## config.mk

```make
export PLATFORM = sky130hd
export DESIGN_NAME = mulfx
export DESIGN_NICKNAME = d
export VERILOG_FILES = /design/src/rtl/fixed_pkg.sv /design/src/rtl/mulfx_mulu.sv /design/src/rtl/mulfx.sv
export SDC_FILE = /design/constraint.sdc
export NUM_CORES = 1
export LEC_CHECK = 0
export BUFFER_PORTS_ARGS = -buffer_cell sky130_fd_sc_hd__clkbuf_2
export CAP_MARGIN = 20
export CORE_MARGIN = 10
export CORE_UTILIZATION = 44
export CTS_CLUSTER_SIZE = 24
export DETAILED_ROUTE_END_ITERATION = 8
export PLACE_DENSITY = 0.68
export SYNTH_ARGS = -nofsm -noshare
export SYNTH_HDL_FRONTEND = slang
export SYNTH_SLANG_ARGS = --single-unit
```

## constraint.sdc

```tcl
create_clock -name clk -period 6.04 [get_ports clk]
set_clock_uncertainty 0.05 [all_clocks]
set_input_delay 0.906 -clock clk [delete_from_list [all_inputs] [get_ports clk]]
set_output_delay 0.906 -clock clk [all_outputs]
set_load 0.05 [all_outputs]
```

## src/rtl/fixed_pkg.sv

```systemverilog
// fixed_pkg: shared Q-format defaults, FSM state type and sign/magnitude helper
package fixed_pkg;
  localparam int DEF_WIDTH = 32;
  localparam int DEF_FBITS = 16;
  typedef enum logic [1:0] {IDLE, CALC, DONE} state_t;
  function automatic logic [DEF_WIDTH-1:0] mag(input logic [DEF_WIDTH-1:0] x);
    return x[DEF_WIDTH-1] ? -x : x;
  endfunction
endpackage

```

## src/rtl/mulfx_mulu.sv

```systemverilog
// mulu: unsigned shift-add multiplier core, one multiplier bit per cycle, LSB first
module mulu #(
  parameter int WIDTH = 32
) (
  input  logic               clk,
  input  logic               rst,
  input  logic               load_i,
  input  logic [WIDTH-1:0]   am_i,
  input  logic [WIDTH-1:0]   bm_i,
  output logic [2*WIDTH-1:0] prod_o,
  output logic               last_o
);
  localparam int CW = $clog2(WIDTH + 1);
  logic [WIDTH-1:0] acc_q, mq_q, am_q;
  logic [WIDTH:0]   sum;
  logic [CW-1:0]    cnt_q;
  assign sum    = {1'b0, acc_q} + (mq_q[0] ? {1'b0, am_q} : '0);
  assign prod_o = {acc_q, mq_q};
  assign last_o = cnt_q == CW'(1);
  // load operands, then add-and-shift until the counter runs out
  always_ff @(posedge clk or posedge rst) begin
    if (rst) begin
      acc_q <= '0;
      mq_q  <= '0;
      am_q  <= '0;
      cnt_q <= '0;
    end else if (load_i) begin
      acc_q <= '0;
      mq_q  <= bm_i;
      am_q  <= am_i;
      cnt_q <= CW'(WIDTH);
    end else if (cnt_q != '0) begin
      {acc_q, mq_q} <= {sum, mq_q[WIDTH-1:1]};
      cnt_q <= cnt_q - 1'b1;
    end
  end
endmodule

```

## src/rtl/mulfx.sv

```systemverilog
// mulfx: sequential saturating Q-format multiplier with start/done handshake
module mulfx
  import fixed_pkg::*;
#(
  parameter int WIDTH = DEF_WIDTH,
  parameter int FBITS = DEF_FBITS
) (
  input  logic             clk,
  input  logic             rst,
  input  logic [WIDTH-1:0] a,
  input  logic [WIDTH-1:0] b,
  input  logic             start,
  output logic [WIDTH-1:0] p,
  output logic             ovf,
  output logic             busy,
  output logic             done
);
  localparam logic [2*WIDTH-1:0] HALF = {{WIDTH{1'b0}}, 1'b1, {(WIDTH-1){1'b0}}};
  state_t             state_q, state_d;
  logic               sign_q, fin_q, ovf_q, ovf_d, take, last;
  logic [WIDTH-1:0]   p_q, p_d;
  logic [2*WIDTH-1:0] prod, m;
  mulu #(.WIDTH(WIDTH)) u_mulu (
    .clk    (clk),
    .rst    (rst),
    .load_i (take),
    .am_i   (mag(a)),
    .bm_i   (mag(b)),
    .prod_o (prod),
    .last_o (last)
  );
  assign take = start && state_q != CALC;
  // next state plus truncated, saturated result of the finished product
  always_comb begin
    state_d = take ? CALC : state_q == CALC ? (fin_q ? DONE : CALC) : IDLE;
    m       = prod >> FBITS;
    ovf_d   = sign_q ? m > HALF : m >= HALF;
    p_d     = ovf_d ? {sign_q, {(WIDTH-1){~sign_q}}} : sign_q ? -m[WIDTH-1:0] : m[WIDTH-1:0];
  end
  // fin_q marks the cycle after the last iteration, when the product is final
  always_ff @(posedge clk or posedge rst) begin
    if (rst) begin
      state_q <= IDLE;
      sign_q  <= 1'b0;
      fin_q   <= 1'b0;
      p_q     <= '0;
      ovf_q   <= 1'b0;
    end else begin
      state_q <= state_d;
      fin_q   <= state_q == CALC && last;
      if (take) sign_q <= a[WIDTH-1] ^ b[WIDTH-1];
      if (fin_q) begin
        p_q   <= p_d;
        ovf_q <= ovf_d;
      end
    end
  end
  assign p    = p_q;
  assign ovf  = ovf_q;
  assign busy = state_q == CALC && !fin_q;
  assign done = state_q == DONE;
endmodule
```

Word level (Yosys, flattened, before mapping)
Cells that the tools add are included.
{"block": "word_totals", "regBits": 139}
{"block": "classes", "add_sub_neg": 5, "order_cmp": 2, "eq_ne": 4, "muxes": 15, "bitwise_logic": 2, "reduce_logical": 6}
{"operator": "two-way mux 32 bit", "n": 9}
{"operator": "negation 32 bit", "n": 3}
{"operator": "greater-or-equal comparator 48 x 32 -> 1 bit (second input constant)", "n": 1}
{"operator": "> comparator 48 x 32 -> 1 bit (second input constant)", "n": 1}
{"operator": "adder 32 x 33 -> 33 bit", "n": 1}
{"operator": "two-way mux 6 bit", "n": 2}
{"operator": "equality test 6 x 1 -> 1 bit (second input constant)", "n": 1}
{"operator": "two-way mux 2 bit", "n": 3}
{"operator": "nonzero test 6 bit", "n": 1}
{"operator": "subtractor 6 x 1 -> 6 bit (second input constant)", "n": 1}
{"operator": "logical AND 1 bit", "n": 3}
{"operator": "equality test 2 x 1 -> 1 bit (second input constant)", "n": 1}
{"operator": "equality test 2 bit (second input constant)", "n": 1}
{"operator": "inequality test 2 x 1 -> 1 bit (second input constant)", "n": 1}
{"operator": "nonzero test 2 bit", "n": 1}
{"operator": "zero test 1 bit", "n": 1}
{"operator": "two-way mux 1 bit", "n": 1}
{"operator": "inverter 1 bit", "n": 1}
{"operator": "bitwise XOR 1 bit", "n": 1}

Logic depth before layout (Yosys ltp)
{"block": "depth", "word_depth": 4, "depth_mapped": 15}

Cells and area by module
Synthesis repeated with hierarchy kept, for this count alone.
{"block": "unflattened", "cells_unflattened": 1141, "hier_area_um2": 9977.1}
{"mod": "mulu", "instances": 1, "cells_per_inst": 649, "area_each_um2": 6182.2}
{"mod": "mulfx", "instances": 1, "cells_per_inst": 492, "area_each_um2": 3794.9}

Worst setup path before layout
No wires, ideal clock.
{"block": "synth_timing", "path_kind": "input port to flip-flop", "startpoint": "input b[8]", "endpoint": "register u_mulu.mq_q[23]", "setup_ps": 82, "t_arrival_ps": 3322, "path_slack_ps": 2586, "stages": 8, "path_buffers": 0, "path_cell_list": "or4_1 -> or4_1 -> or4_1 -> or2_2 -> o41ai_1 -> xnor2_1 -> nor2_1 -> a31oi_1"}
{"block": "synth_via", "elab_chain_cells": 3}
{"element": "from (decl)", "line_no": "mulfx.sv:11", "rtl": "input logic [WIDTH-1:0] b,"}
{"element": "negation 32 bit", "line_no": "fixed_pkg.sv:7", "rtl": "return x[DEF_WIDTH-1] ? -x : x;"}
{"element": "two-way mux 32 bit", "line_no": "fixed_pkg.sv:7"}
{"element": "two-way mux 32 bit", "line_no": "mulfx_mulu.sv:27", "rtl": "end else if (load_i) begin"}
{"element": "to (signal assigned)", "line_no": "mulfx_mulu.sv:29", "rtl": "mq_q <= bm_i;"}
{"element": "to (signal assigned)", "line_no": "mulfx_mulu.sv:33", "rtl": "{acc_q, mq_q} <= {sum, mq_q[WIDTH-1:1]};"}
{"element": "to (decl)", "line_no": "mulfx_mulu.sv:14", "rtl": "logic [WIDTH-1:0] acc_q, mq_q, am_q;"}
No other way between the ends.
A chain may end at the register's enable or synchronous reset.

Worst setup path after layout
{"block": "layout_timing", "startpoint": "register u_mulu.mq_q[0]", "endpoint": "register u_mulu.acc_q[29]"}
{"block": "layout_via", "elab_chain_cells": 4}
{"element": "two-way mux 32 bit", "line_no": "mulfx_mulu.sv:17", "rtl": "assign sum = {1'b0, acc_q} + (mq_q[0] ? {1'b0, am_q} : '0);"}
{"element": "adder 32 x 33 -> 33 bit", "line_no": "mulfx_mulu.sv:17"}
{"element": "two-way mux 32 bit", "line_no": "mulfx_mulu.sv:32", "rtl": "end else if (cnt_q != '0) begin"}
{"element": "two-way mux 32 bit", "line_no": "mulfx_mulu.sv:27"}
{"element": "to (signal assigned)", "line_no": "mulfx_mulu.sv:33"}
{"element": "to (decl)", "line_no": "mulfx_mulu.sv:14"}
No other way between the ends. The select of a mux whose other input is x is not followed.

==> reports/metrics.yaml <==
sta:
  period_share_pct: 67.9
  rsz0062_at_grt: "false"
  max_freq_ghz: 0.244
  maxSlewHeadroom_pct: 41.6
  final_hold_viol_count: 0
  worst-slew-pin-transition_ns: 0.876
  setup-violations-final: 0
  period_needed_ns: 4.10
  report.final.slew_viol_count: 0
  fin_tns_setup_ns: 0
floorplanning:
  die_w_um: 166
  coreArea_um2: 21100
  die-area_um2: 27700
  die_y_um: 166
  rows: 53
  start_util_pct: 44.8
  pin_count: 102
critical_path:
  cp-startpoint: "u_mulu.mq_q[0]"
  crit_fanout: 33
  required_ns: 6.28
  reg2reg_setup_slack_ns: 1.94
  start_kind: "flip-flop"
  crit_arrival_ns: 4.34
  critPathKind: "reg2reg"
  cp-end-kind: "flip-flop"
  r2r_start: "u_mulu.mq_q[0]"
final_layout:
  n_antenna_cell: 0
  fin_nets: 1331
  drive_gt1_share_pct: 13.2
  n_fill_cell: 2034
  area_growth_pct: 13.8
  finalInstanceArea_um2: 10700
placement:
  globalplace.congestion: 0.882
  place_area_um2: 10100
  place_hpwl_um: 16600
  numPortBuffers: 101
min_path:
  min-delay-start: "u_mulu.am_q[27]"
  hp-class: "reg2reg"
detailed_routing:
  wl_um: 23300
  viasPerCell: 5.57
  vias: 8437
  drt_iter0_drc: 624
  first_pass_iters: 7
  routedWlPerCell_um: 15.4
  drc: 0
  ant_nets: 0
logic_synthesis:
  synthFlopType: "dfrtp_1"
  yosysMostFrequentCell: "nand2_1"
  seq_area_frac_synth_pct: 36.8
  synth_cell_types: 61
  synth_seq_cells: 139
  synth_area_leaders: "dfrtp_1 (37%), nand2_1 (7.2%), o21ai_0 (5.9%), ha_1 (4.9%), a21oi_1 (4.2%)"
  yosys_warnings: 0
  synth_common_cells: "nand2_1 (182), dfrtp_1 (139), o21ai_0 (111)"
  synth_area_um2: 9440
  synth_cells: 1163
  avgSynthCellArea_um2: 8.12
  synth_edf_count: 0
  yosysTopAreaCellShare_pct: 36.8
  yosysTopAreaCell: "dfrtp_1"
  async_reset_ff_share_pct: 100
  synth_fp_nets: 1268
grt:
  grt_pass1_vias: 8028
  grtUsageTotal_pct: 16.5
  grt_overflow_total: 0
  antenna_found_initial: 0
  grt_pass1_wl_um: 39400
  grt_max_degree: 93
power_and_ir_drop:
  cellLeakagePower_uw: 0.00501
  peakVddDrop_mv: 0.174
  power_density_nw_per_um2: 224
clock_network:
  clock_latency_ns: 0.42
  hold_buffers: 0
  cts_buffers: 17
  post_cts_buffers: 0
  htree_levels: 4
  cts_tree: "done"
  cts_root_buf: "clkbuf_16"
  clk_pin_slew_ns: 0.06
  cts_resized: 0
  clkSinkCount: 139
  clock_path_buffers: 2
outcome:
  status: "completed"
run:
  cap_viol_max_count: 0
==> routing by layer <==
metal	global-route usage (%)	part of all wire, %	up-vias
met5	0	0	-
met4	5.12	1.9	0
met3	2.99	4.5	28
met2	26.2	46	194
met1	22.3	47	3975
li1	-	-	4240
==> cell type report <==
type                    count  area (um2)  share of cell area, %
clock buffers              19         453                   4.22
clock inverters            13         166                   1.55
inverters                  45         174                   1.62
multi-input cells         914        5560                   51.8
flip-flops and latches    139        3480                   32.4
well taps                 275         344                   3.20
repair buffers            109         566                   5.27
==> layout by cell type (no fill, tap or decap), types with 14 or more instances in the layout <==
cell	count
clkbuf_2	101
xnor2_1	43
ha_1	37
a211oi_1	16
nor2_1	81
a31oi_1	37
a21oi_1	79
clkbuf_16	17
dfrtp_1	139
nand2_1	181
and2_1	33
o211ai_1	14
nor2b_1	18
nand3_1	19
a21o_1	30
o31ai_1	16
o21ai_0	111
inv_1	44
xor2_1	44
nor3_1	20
==> critical path: stages, from the launching register on <==
cell      delay, ns
dfrtp_1        0.68
and2_1         0.33
ha_1           0.19
inv_1          0.07
fa_1           0.17
nand2b_1       0.16
a21oi_1        0.13
a21o_1         0.19
o41ai_1        0.58
o21ai_0        0.26
a221oi_1       0.49
o21bai_1       0.19
o221ai_1       0.22
xor2_1         0.17
a21oi_1        0.08
==> registers in the layout, summed over array words and instances (netlist names) <==
signal / flops
u_mulu.am_q: 32
fin_q: 1
sign_q: 1
p: 32
u_mulu.mq_q: 32
u_mulu.cnt_q: 6
u_mulu.acc_q: 32
ovf: 1
state_q: 2
==> metrics by stage <==
step | std cells | setup WS, ns | utilization, % | hold slack (ns) | power [uW]
global route | 1514 | 1.53 | 50.9 | 0.453 | 2520
floorplan | 1163 | 1.36 | - | 0.390 | 1230
global placement | 1482 | 2.04 | 48.0 | 0.406 | 1320
detailed placement | 1482 | 1.91 | 48.0 | 0.414 | 1330
CTS | 1514 | 1.88 | 50.9 | 0.427 | 2430
finish | 1514 | 1.94 | 50.9 | 0.420 | 2410
==> cell families (layout without fill, tap and decap cells) <==
family                     after synthesis  after routing  share of synthesized area, %
adders and majority gates               38             38                          5.12
DFF                                    139            139                          36.8
buffers and inverters                  110            186                          4.47
muxes                                    8              8                         0.914
AOI/OAI and AO/OA                      353            353                          23.1
and+or+nand+nor                        428            428                          21.4
xor gates and xnor gates                87             87                          8.07
==> final timing paths <==
kind                                         end  cells past startpoint
worst max-delay path            u_mulu.acc_q[29]                     14
worst min-delay path             u_mulu.am_q[27]                      2
worst max register to register  u_mulu.acc_q[29]                     14
worst min register to register   u_mulu.am_q[27]                      2
max in group asynchronous        u_mulu.acc_q[9]                      3
min in group asynchronous         u_mulu.mq_q[7]                      2
==> power by group <==
part / internal (uW) / switching, uW / total (uW)
registers: 967 / 31.4 / 999
logic: 120 / 192 / 312
clock network: 673 / 424 / 1100
total: 1760 / 647 / 2410
Power figures use the tool's default switching activity.
